==> config.mk <==
export PLATFORM = sky130hd
export DESIGN_NAME = oam_dma_ctrl
export DESIGN_NICKNAME = d
export VERILOG_FILES = /design/src/rtl/ppu_pkg.sv /design/src/rtl/oam_dma_ctrl.sv
export SDC_FILE = /design/constraint.sdc
export NUM_CORES = 1
export LEC_CHECK = 0
export ABC_AREA = 1
export CAP_MARGIN = 10
export CORE_UTILIZATION = 49
export CTS_CLUSTER_DIAMETER = 40
export DETAILED_ROUTE_END_ITERATION = 8
export GPL_ROUTABILITY_DRIVEN = 1
export MAX_ROUTING_LAYER = met4
export PLACE_DENSITY = 0.95
export SETUP_SLACK_MARGIN = 0.1
export SYNTH_ARGS = -nofsm -noshare
export SYNTH_HDL_FRONTEND = slang
export SYNTH_SLANG_ARGS = --single-unit
==> constraint.sdc <==
create_clock -name clk -period 3 [get_ports clk]
set_input_delay 0.6 -clock clk [delete_from_list [all_inputs] [get_ports clk]]
set_output_delay 0.6 -clock clk [all_outputs]
set_load 0.01 [all_outputs]
==> src/rtl/ppu_pkg.sv <==
// Shared PPU definitions: OAM DMA register address, transfer size and FSM state encoding.
package ppu_pkg;

   localparam logic [15:0] OAM_DMA_REG = 16'h4014;
   localparam int unsigned OAM_BYTES   = 256;

   typedef enum logic [2:0] {
      DmaIdle  = 3'd0,
      DmaHalt  = 3'd1,
      DmaAlign = 3'd2,
      DmaRead  = 3'd3,
      DmaWrite = 3'd4
   } oam_dma_state_t;

endpackage

==> src/rtl/oam_dma_ctrl.sv <==
// OAM DMA ($4014) writer: halts the CPU, reads one 256-byte page over the CPU bus and streams it
// into primary OAM starting at the latched OAMADDR, wrapping modulo 256.
// Optional feature macro: OAM_DMA_ODD_ALIGN_EN (adds the odd-cycle ALIGN state).
// OAM_BYTES comes from ppu_pkg; ADDR_W must stay 16 since the address is {page, idx}.
module oam_dma_ctrl
   import ppu_pkg::*;
#(
   parameter int unsigned ADDR_W = 16
) (
   input  logic              clk,
   input  logic              reset_n,
   input  logic              cpu_ce,
   input  logic              cpu_odd,
   input  logic              reg_we,
   input  logic [7:0]        reg_data,
   input  logic [7:0]        oam_start,
   output logic [ADDR_W-1:0] mem_addr,
   output logic              mem_rd,
   input  logic [7:0]        mem_data_in,
   output logic              cpu_halt,
   output logic              oam_dma,
   output logic [7:0]        oam_addr,
   output logic [7:0]        oam_data,
   output logic              dma_done
);

   localparam logic [7:0] LAST_IDX = 8'(OAM_BYTES - 1);

   oam_dma_state_t state_q, state_d;
   logic [7:0]     page_q, page_d;
   logic [7:0]     base_q, base_d;
   logic [7:0]     idx_q, idx_d;
   logic           last_byte;

   assign last_byte = (idx_q == LAST_IDX);

`ifndef OAM_DMA_ODD_ALIGN_EN
   // Without odd alignment every transfer has the same length.
   logic unused_cpu_odd;
   assign unused_cpu_odd = cpu_odd;
`endif

   // Next-state logic: nothing moves unless this clk carries a CPU cycle.
   always_comb begin
      state_d = state_q;
      page_d  = page_q;
      base_d  = base_q;
      idx_d   = idx_q;
      if (cpu_ce) begin
         unique case (state_q)
            DmaIdle: begin
               if (reg_we) begin
                  page_d  = reg_data;
                  base_d  = oam_start;
                  idx_d   = 8'h00;
                  state_d = DmaHalt;
               end
            end
            DmaHalt: begin
`ifdef OAM_DMA_ODD_ALIGN_EN
               state_d = cpu_odd ? DmaAlign : DmaRead;
`else
               state_d = DmaRead;
`endif
            end
            DmaAlign: state_d = DmaRead;
            DmaRead:  state_d = DmaWrite;
            DmaWrite: begin
               if (last_byte) begin
                  state_d = DmaIdle;
               end else begin
                  idx_d   = idx_q + 8'h01;
                  state_d = DmaRead;
               end
            end
            default: state_d = DmaIdle;
         endcase
      end
   end

   // State and transfer registers; async reset abandons any transfer in flight.
   always_ff @(posedge clk or negedge reset_n) begin
      if (!reset_n) begin
         state_q <= DmaIdle;
         page_q  <= 8'h00;
         base_q  <= 8'h00;
         idx_q   <= 8'h00;
      end else begin
         state_q <= state_d;
         page_q  <= page_d;
         base_q  <= base_d;
         idx_q   <= idx_d;
      end
   end

   // Outputs decoded from registered state; the OAM strobe is gated by cpu_ce so each byte
   // is written exactly once even when a WRITE state spans several clks.
   always_comb begin
      cpu_halt = (state_q != DmaIdle);
      mem_rd   = (state_q == DmaRead);
      mem_addr = '0;
      oam_dma  = 1'b0;
      oam_addr = 8'h00;
      oam_data = 8'h00;
      dma_done = 1'b0;
      if (state_q == DmaRead || state_q == DmaWrite) begin
         mem_addr = ADDR_W'({page_q, idx_q});
      end
      if (state_q == DmaWrite) begin
         oam_addr = base_q + idx_q;
         oam_data = mem_data_in;
         oam_dma  = cpu_ce;
         dma_done = cpu_ce & last_byte;
      end
   end

endmodule

==> flow_summary.yaml <==
floorplanning:
  die_area_um2: 3980
  coreArea_um2: 3440
  die_w_um: 63.1
  rows: 21
  start_util_pct: 53.1
  die_y_um: 63.1
  ios: 65
power_and_ir_drop:
  p_int_uw: 971
  ir_worst_vdd_uv: 472
  combPwrFrac_pct: 51.4
  power.switching_uw: 662
  swShare_pct: 40.5
  power.leakage_uw: 0.00127
  p_clk_share_pct: 12.9
  power_uw: 1630
  powerDensity_nw_per_um2: 634
  seqPwrFrac_pct: 35.7
timing:
  period_share_pct: 93.1
  relSlewSlack_pct: 59.5
  hold_violations: 0
  timing.fmax_ghz: 0.358
  final_max_slew_viol_count: 0
  setup_violations: 0
  fin_crit_ps: 2790
  tightest_slew_ps: 607
  setup_tns_ps: 0
  skew_ps: 4.11
  rsz0062_at_grt: "false"
route:
  drt_iter0_markers: 93
  detail_route.wl_per_cell_um: 11.2
  num_vias: 1863
  drc_errors: 0
  drtPass1Iterations: 4
  drt_wl_total_mm: 4.22
  antenna_left: 0
  viasPerCell: 4.93
critical_path:
  r2r_start: "state_q[2]"
  crit_chain: "ha_1, fa_2, nand2_1, nand2_1, nand3b_1, a21oi_1, nor2_1, clkdlybuf4s50_1"
  worst-setup-path-type: "flop to output port"
  required_ps: 2400
  crit_path_end_kind: "output port"
  r2r_cells: 5
  slowest_stage: "clkdlybuf4s50_1"
  timing.rr.end: "page_q[5]"
  crit_family: "adder cells"
  critPathArrivalTime_ps: 2190
  reg2reg_setup_slack_ps: 1400
  critPathBufInv: 1
  critical_path.most_common_cell: "nand2_1"
  path_max_fanout: 3
  cp_slowest_stage_delay_ps: 530
  cp-start-kind: "flop"
cts:
  path_clk_slew_ps: 90
  root_buffer: "clkbuf_8"
  worst_skew_pair.late_latency_ps: 280
  cts_hold_buf: 0
  cts_max_path_buffers: 2
  numCtsBuffers: 3
  cts.sinks: 27
  htree_levels: 1
  cts_tree: "done"
grt:
  grt_pass1_vias: 1760
  grt_use_total_pct: 23.6
  overflow: 0
  grt_pass1_wl_mm: 7.33
  antenna_found_initial: 0
  grt_max_degree: 28
cells_and_area:
  drive_above_1_share_pct: 6.93
  num-nets-final: 371
  area_delta_synth_final_pct: 40.9
  final_cell_mix: "clkdlybuf4s50_1, nand2_1, inv_1, nor2_1, dfrtp_1"
  fillers: 266
  n_antenna_cell: 0
  layout_commonest_cell: "clkdlybuf4s50_1"
job:
  drv_cap: 0
synthesis:
  synthesis.nets: 306
  yosys_warnings: 0
  syn_inst: 268
  syn_avg_cell_area_um2: 6.82
  synth-seq-area-share_pct: 37.0
  synth.distinct_cells: 30
  synth_seq_cells: 27
  syn_area_um2: 1830
min_path:
  whs_path_depth: 2
  hold_class: "flop to flop"
  hold_path_end: "base_q[0]"
  hold_start: "base_q[0]"
outcome:
  outcome: "completed"
place:
  gp_congestion: 0.820
  hpwlAfterDp_mm: 3.12
  io_buffers: 63
[area by class of cell]
type	count	area, µm²	share of cell area (%)
Clock buffer	3	41.3	1.60
Clock inverter	1	5.00	0.194
Inverter	52	195	7.58
Multi-Input combinational cell	182	937	36.4
Sequential cell	27	677	26.3
Tap cell	46	57.6	2.23
Timing Repair Buffer	67	663	25.7
[metal layers]
metal	track usage [%]	vias up	share of wire [%]
met4	8.72	0	1.6
met5	-	-	0
met1	28.6	842	43
met2	39.5	68	48
met3	3.62	7	7.1
li1	-	946	-
[synth_stat cells]
master    count  area [µm²]
clkinv_1      1        3.75
xnor2_1       2        17.5
o21ai_0      15        75.1
o211ai_1      1        7.51
buf_2         2        10.0
and2_1        1        6.26
buf_4         3        22.5
nor3_1        1        5.00
nand3b_1      1        7.51
nor2_2        1        6.26
o21ai_2       2        17.5
buf_6         1        11.3
nor3_4        1        16.3
dfrtp_1      27         676
nand2_4       1        11.3
inv_1        50         188
nor2_1       49         184
ha_1          8         100
inv_2         1        3.75
nand3_1      10        50.1
nand4_1       1        6.26
a21oi_1      18        90.1
fa_1          1        20.0
or2_2         1        6.26
o21ai_1       3        15.0
nor2_4        2        22.5
nand3_2       1        10.0
nand2_2       1        6.26
clkbuf_1      1        3.75
nand2_1      61         229
[per-stage QoR]
step	setup slack [ps]	instance area, µm²	utilization (%)	hold WS (ps)	cells
6_report	207	2580	74.8	503	378
5_1_grt	104	2580	74.8	538	378
4_1_cts	137	2550	74.0	508	378
3_5_place_dp	346	2490	72.4	488	373
3_3_place_gp	381	2490	72.4	477	373
2_1_floorplan	878	1830	-	304	268
[state kept, by name (all words and copies together), names as in the netlist]
name     flops
base_q       8
idx_q        8
page_q       8
state_q      3
[kinds of logic (layout without fill, tap and decap cells)]
| kind of cell | after synthesis | count (layout) | synth area share, % |
|---|---|---|---|
| AO/OA/AOI/OAI | 39 | 39 | 11.2 |
| adder cells (fa/ha/maj) | 9 | 9 | 6.57 |
| AND/OR/NAND/NOR | 132 | 132 | 31.0 |
| buffers and inverters | 59 | 123 | 13.3 |
| flip-flops | 27 | 27 | 37.0 |
| XOR/XNOR | 2 | 2 | 0.958 |
[worst max-delay path by stage]
stage	slack (ps)	depth (start not counted)	end	from
3_5_place_dp	350	8	oam_addr[4]	idx_q[0]
2_1_floorplan	880	7	oam_addr[4]	idx_q[0]
6_report	210	8	oam_addr[6]	base_q[0]
4_1_cts	140	8	oam_addr[4]	base_q[0]
5_1_grt	100	8	oam_addr[6]	base_q[0]
3_3_place_gp	380	8	oam_addr[4]	idx_q[0]
[power by group through the flow]
stage / clock (µW) / sequential (µW) / combinational [µW]
after global placement: 0 / 578 / 789
after global routing: 230 / 599 / 950
after floorplan: 0 / 565 / 522
after detailed placement: 0 / 585 / 811
final: 211 / 583 / 839
after CTS: 211 / 575 / 831
[repair_timing]
action,CTS,global route
resized for setup,1,4
buffers inserted,1,0
setup endpoints to repair,1,4
[worst min-delay path, cell delays in order (launching register included)]
cell,delay (ps)
dfrtp_1,360
nand2_1,50
o21ai_0,60
Note: power is estimated with default switching activity, not from simulation.
==> variant (same flow settings) <==
Build with the macro `OAM_DMA_ODD_ALIGN_EN` defined.
--- a/src/rtl/oam_dma_ctrl.sv
+++ b/src/rtl/oam_dma_ctrl.sv
@@ -3,4 +3,6 @@
 // Optional feature macro: OAM_DMA_ODD_ALIGN_EN (adds the odd-cycle ALIGN state).
 // OAM_BYTES comes from ppu_pkg; ADDR_W must stay 16 since the address is {page, idx}.
+`define OAM_DMA_ODD_ALIGN_EN
+
 module oam_dma_ctrl
    import ppu_pkg::*;
Behaviour: not the same (Yosys sat finds a counterexample within 4 cycles, from zero or initial values and one cycle with reset_n low).
==> variant against the original RTL <==
Synthesized area rose by 1.8%. Critical path type unchanged. Worst hold slack improved by 1.7 ps. Combinational power decreased by 2%. Worst setup slack improved by 10 ps. Register-to-register slack got worse by 40 ps. Sequential power decreased by 2%. Total power down 2.0%. Wire length down 3.7%. Die area is 1.7% higher. Highest routed layer unchanged. Sequential cell count stayed put. Final area grew 0.15%. Global-route usage is 1.5 points lower. Synthesized cell count up 0.37%. Critical endpoint is now oam_addr[4].
==> variant: results (changes against the original RTL) <==
- Seq group: 0.574 mW (-2%)
- Ys async rst share: 100% (unchanged)
- Worst setup path start: idx_q[0]
- Postcts setup bufs: 0 (-1)
- Hold Path Class: flop to flop
- RR Startpoint: state_q[0]
- Antenna Cells: 0 (unchanged)
- P_int: 0.956 mW (-1.5%)
- Comb. pwr: 0.824 mW (-2%)
- Synth top area cells: dfrtp_1 (36%), nand2_1 (11%), inv_1 (10%), nor2_1 (9.1%), ha_1 (5.4%)
- Status: completed
- H-tree levels: 1 (unchanged)
- CP Max Fanout: 4 (+1)
- Vias in the first global route: 1708 (-3.0%)
- Mapped Nets: 307 (+0.33%)
- WL per Instance: 10.7 µm (-3.9%)
- CTS Buf Count: 3 (unchanged)
- Static leakage: 1.25 nW (-1.3%)
- Largest net degree at the start of global routing: 33 (+18%)
- Placed cell area: 0.00252 mm² (+1.2%)
- Gpl congestion: 0.791 (-3.4%)
- DP HPWL: 3100 µm (-0.61%)
- Net count, final: 370 (-0.27%)
- Post-synthesis cell type count: 31 (+3.3%)
- Worst rel slew slack: 61.6% (+2.2 points)
- GRT Total Usage: 22.1% (-1.5 points)
- DRT Pass-1 Iters: 5 (+1)
- Main synth FF type: dfrtp_1
- Antenna Violating Nets Remaining: 0 (unchanged)
- Seq/Total Area, Yosys: 36.3% (-0.65 points)
- Later-pin clock latency in the skew report: 270 ps
- Share of cells above drive strength 1: 7.25% (+0.32 points)
- VDD IR-drop max: 0.519 mV (+10%)
- YS warnings: 0 (unchanged)
- IO buf count: 64 (+1.6%)
- FILL cells: 305 (+15%)
- Clock Skew: 1.53 ps (-2.58 ps)
- Top post-synthesis cells by count: nand2_1 (54), inv_1 (52), nor2_1 (45)
- Global-route wire length before repair: 6980 µm (-4.7%)
- Total number of vias: 1850 (-0.70%)
- Clock-net power: 0.202 mW (-4%)
- Drt first-iter violations: 96 (+3.2%)
==> variant: stage by stage <==
step,std cells,utilization (%),setup slack [ps]
after floorplan,269,-,979
after global placement,375,68.8,464
after detailed placement,375,68.8,410
after CTS,379,70.1,145
after global routing,379,70.5,78.5
final,379,70.5,217
==> variant: logic make-up after synthesis <==
group	after synthesis	share of synthesized area (%)
adder cells (fa/ha/maj)	9	6.46
buffers and inverters	61	13.8
flip-flops	27	36.3
AND/OR/NAND/NOR	127	29.9
AO/OA/AOI/OAI	43	12.6
XOR/XNOR	2	0.942
==> variant: layer usage <==
metal	vias to the layer above	wire length, µm	track usage, %
met5	-	0	-
met4	0	53	7.10
met3	5	193	2.90
met2	60	1970	37.0
met1	830	1850	27.6
li1	955	-	-
==> variant: final timing paths <==
path	end	slack, ps	cells after the start
worst max-delay path	oam_addr[4]	220	6
worst min-delay path	base_q[0]	500	2
worst max register to register	page_q[4]	1360	6
worst min register to register	base_q[0]	500	2
max in group asynchronous	base_q[1]	2060	2
min in group asynchronous	page_q[5]	690	2
==> variant: final cells by class <==
type	count	area [µm²]	area share, %
inverters	54	208	8.05
repair buffers	65	648	25.1
well taps	48	60.1	2.33
flip-flops and latches	27	676	26.2
multi-input cells	181	943	36.6
clock buffers	4	45.0	1.75
==> variant: critical path, delay by kind of cell (launching register included) <==
family / cells / cell delay, ps
AO/OA/AOI/OAI: 1 / 180
XOR/XNOR: 1 / 80
adder cells (fa/ha/maj): 2 / 610
buffers and inverters: 1 / 530
flip-flops: 1 / 420
AND/OR/NAND/NOR: 1 / 90
==> variant: timing repair <==
item / in CTS / in global routing
hold buffers: 0 / 0
setup endpoints to repair: 0 / 3
resized for setup: 0 / 2
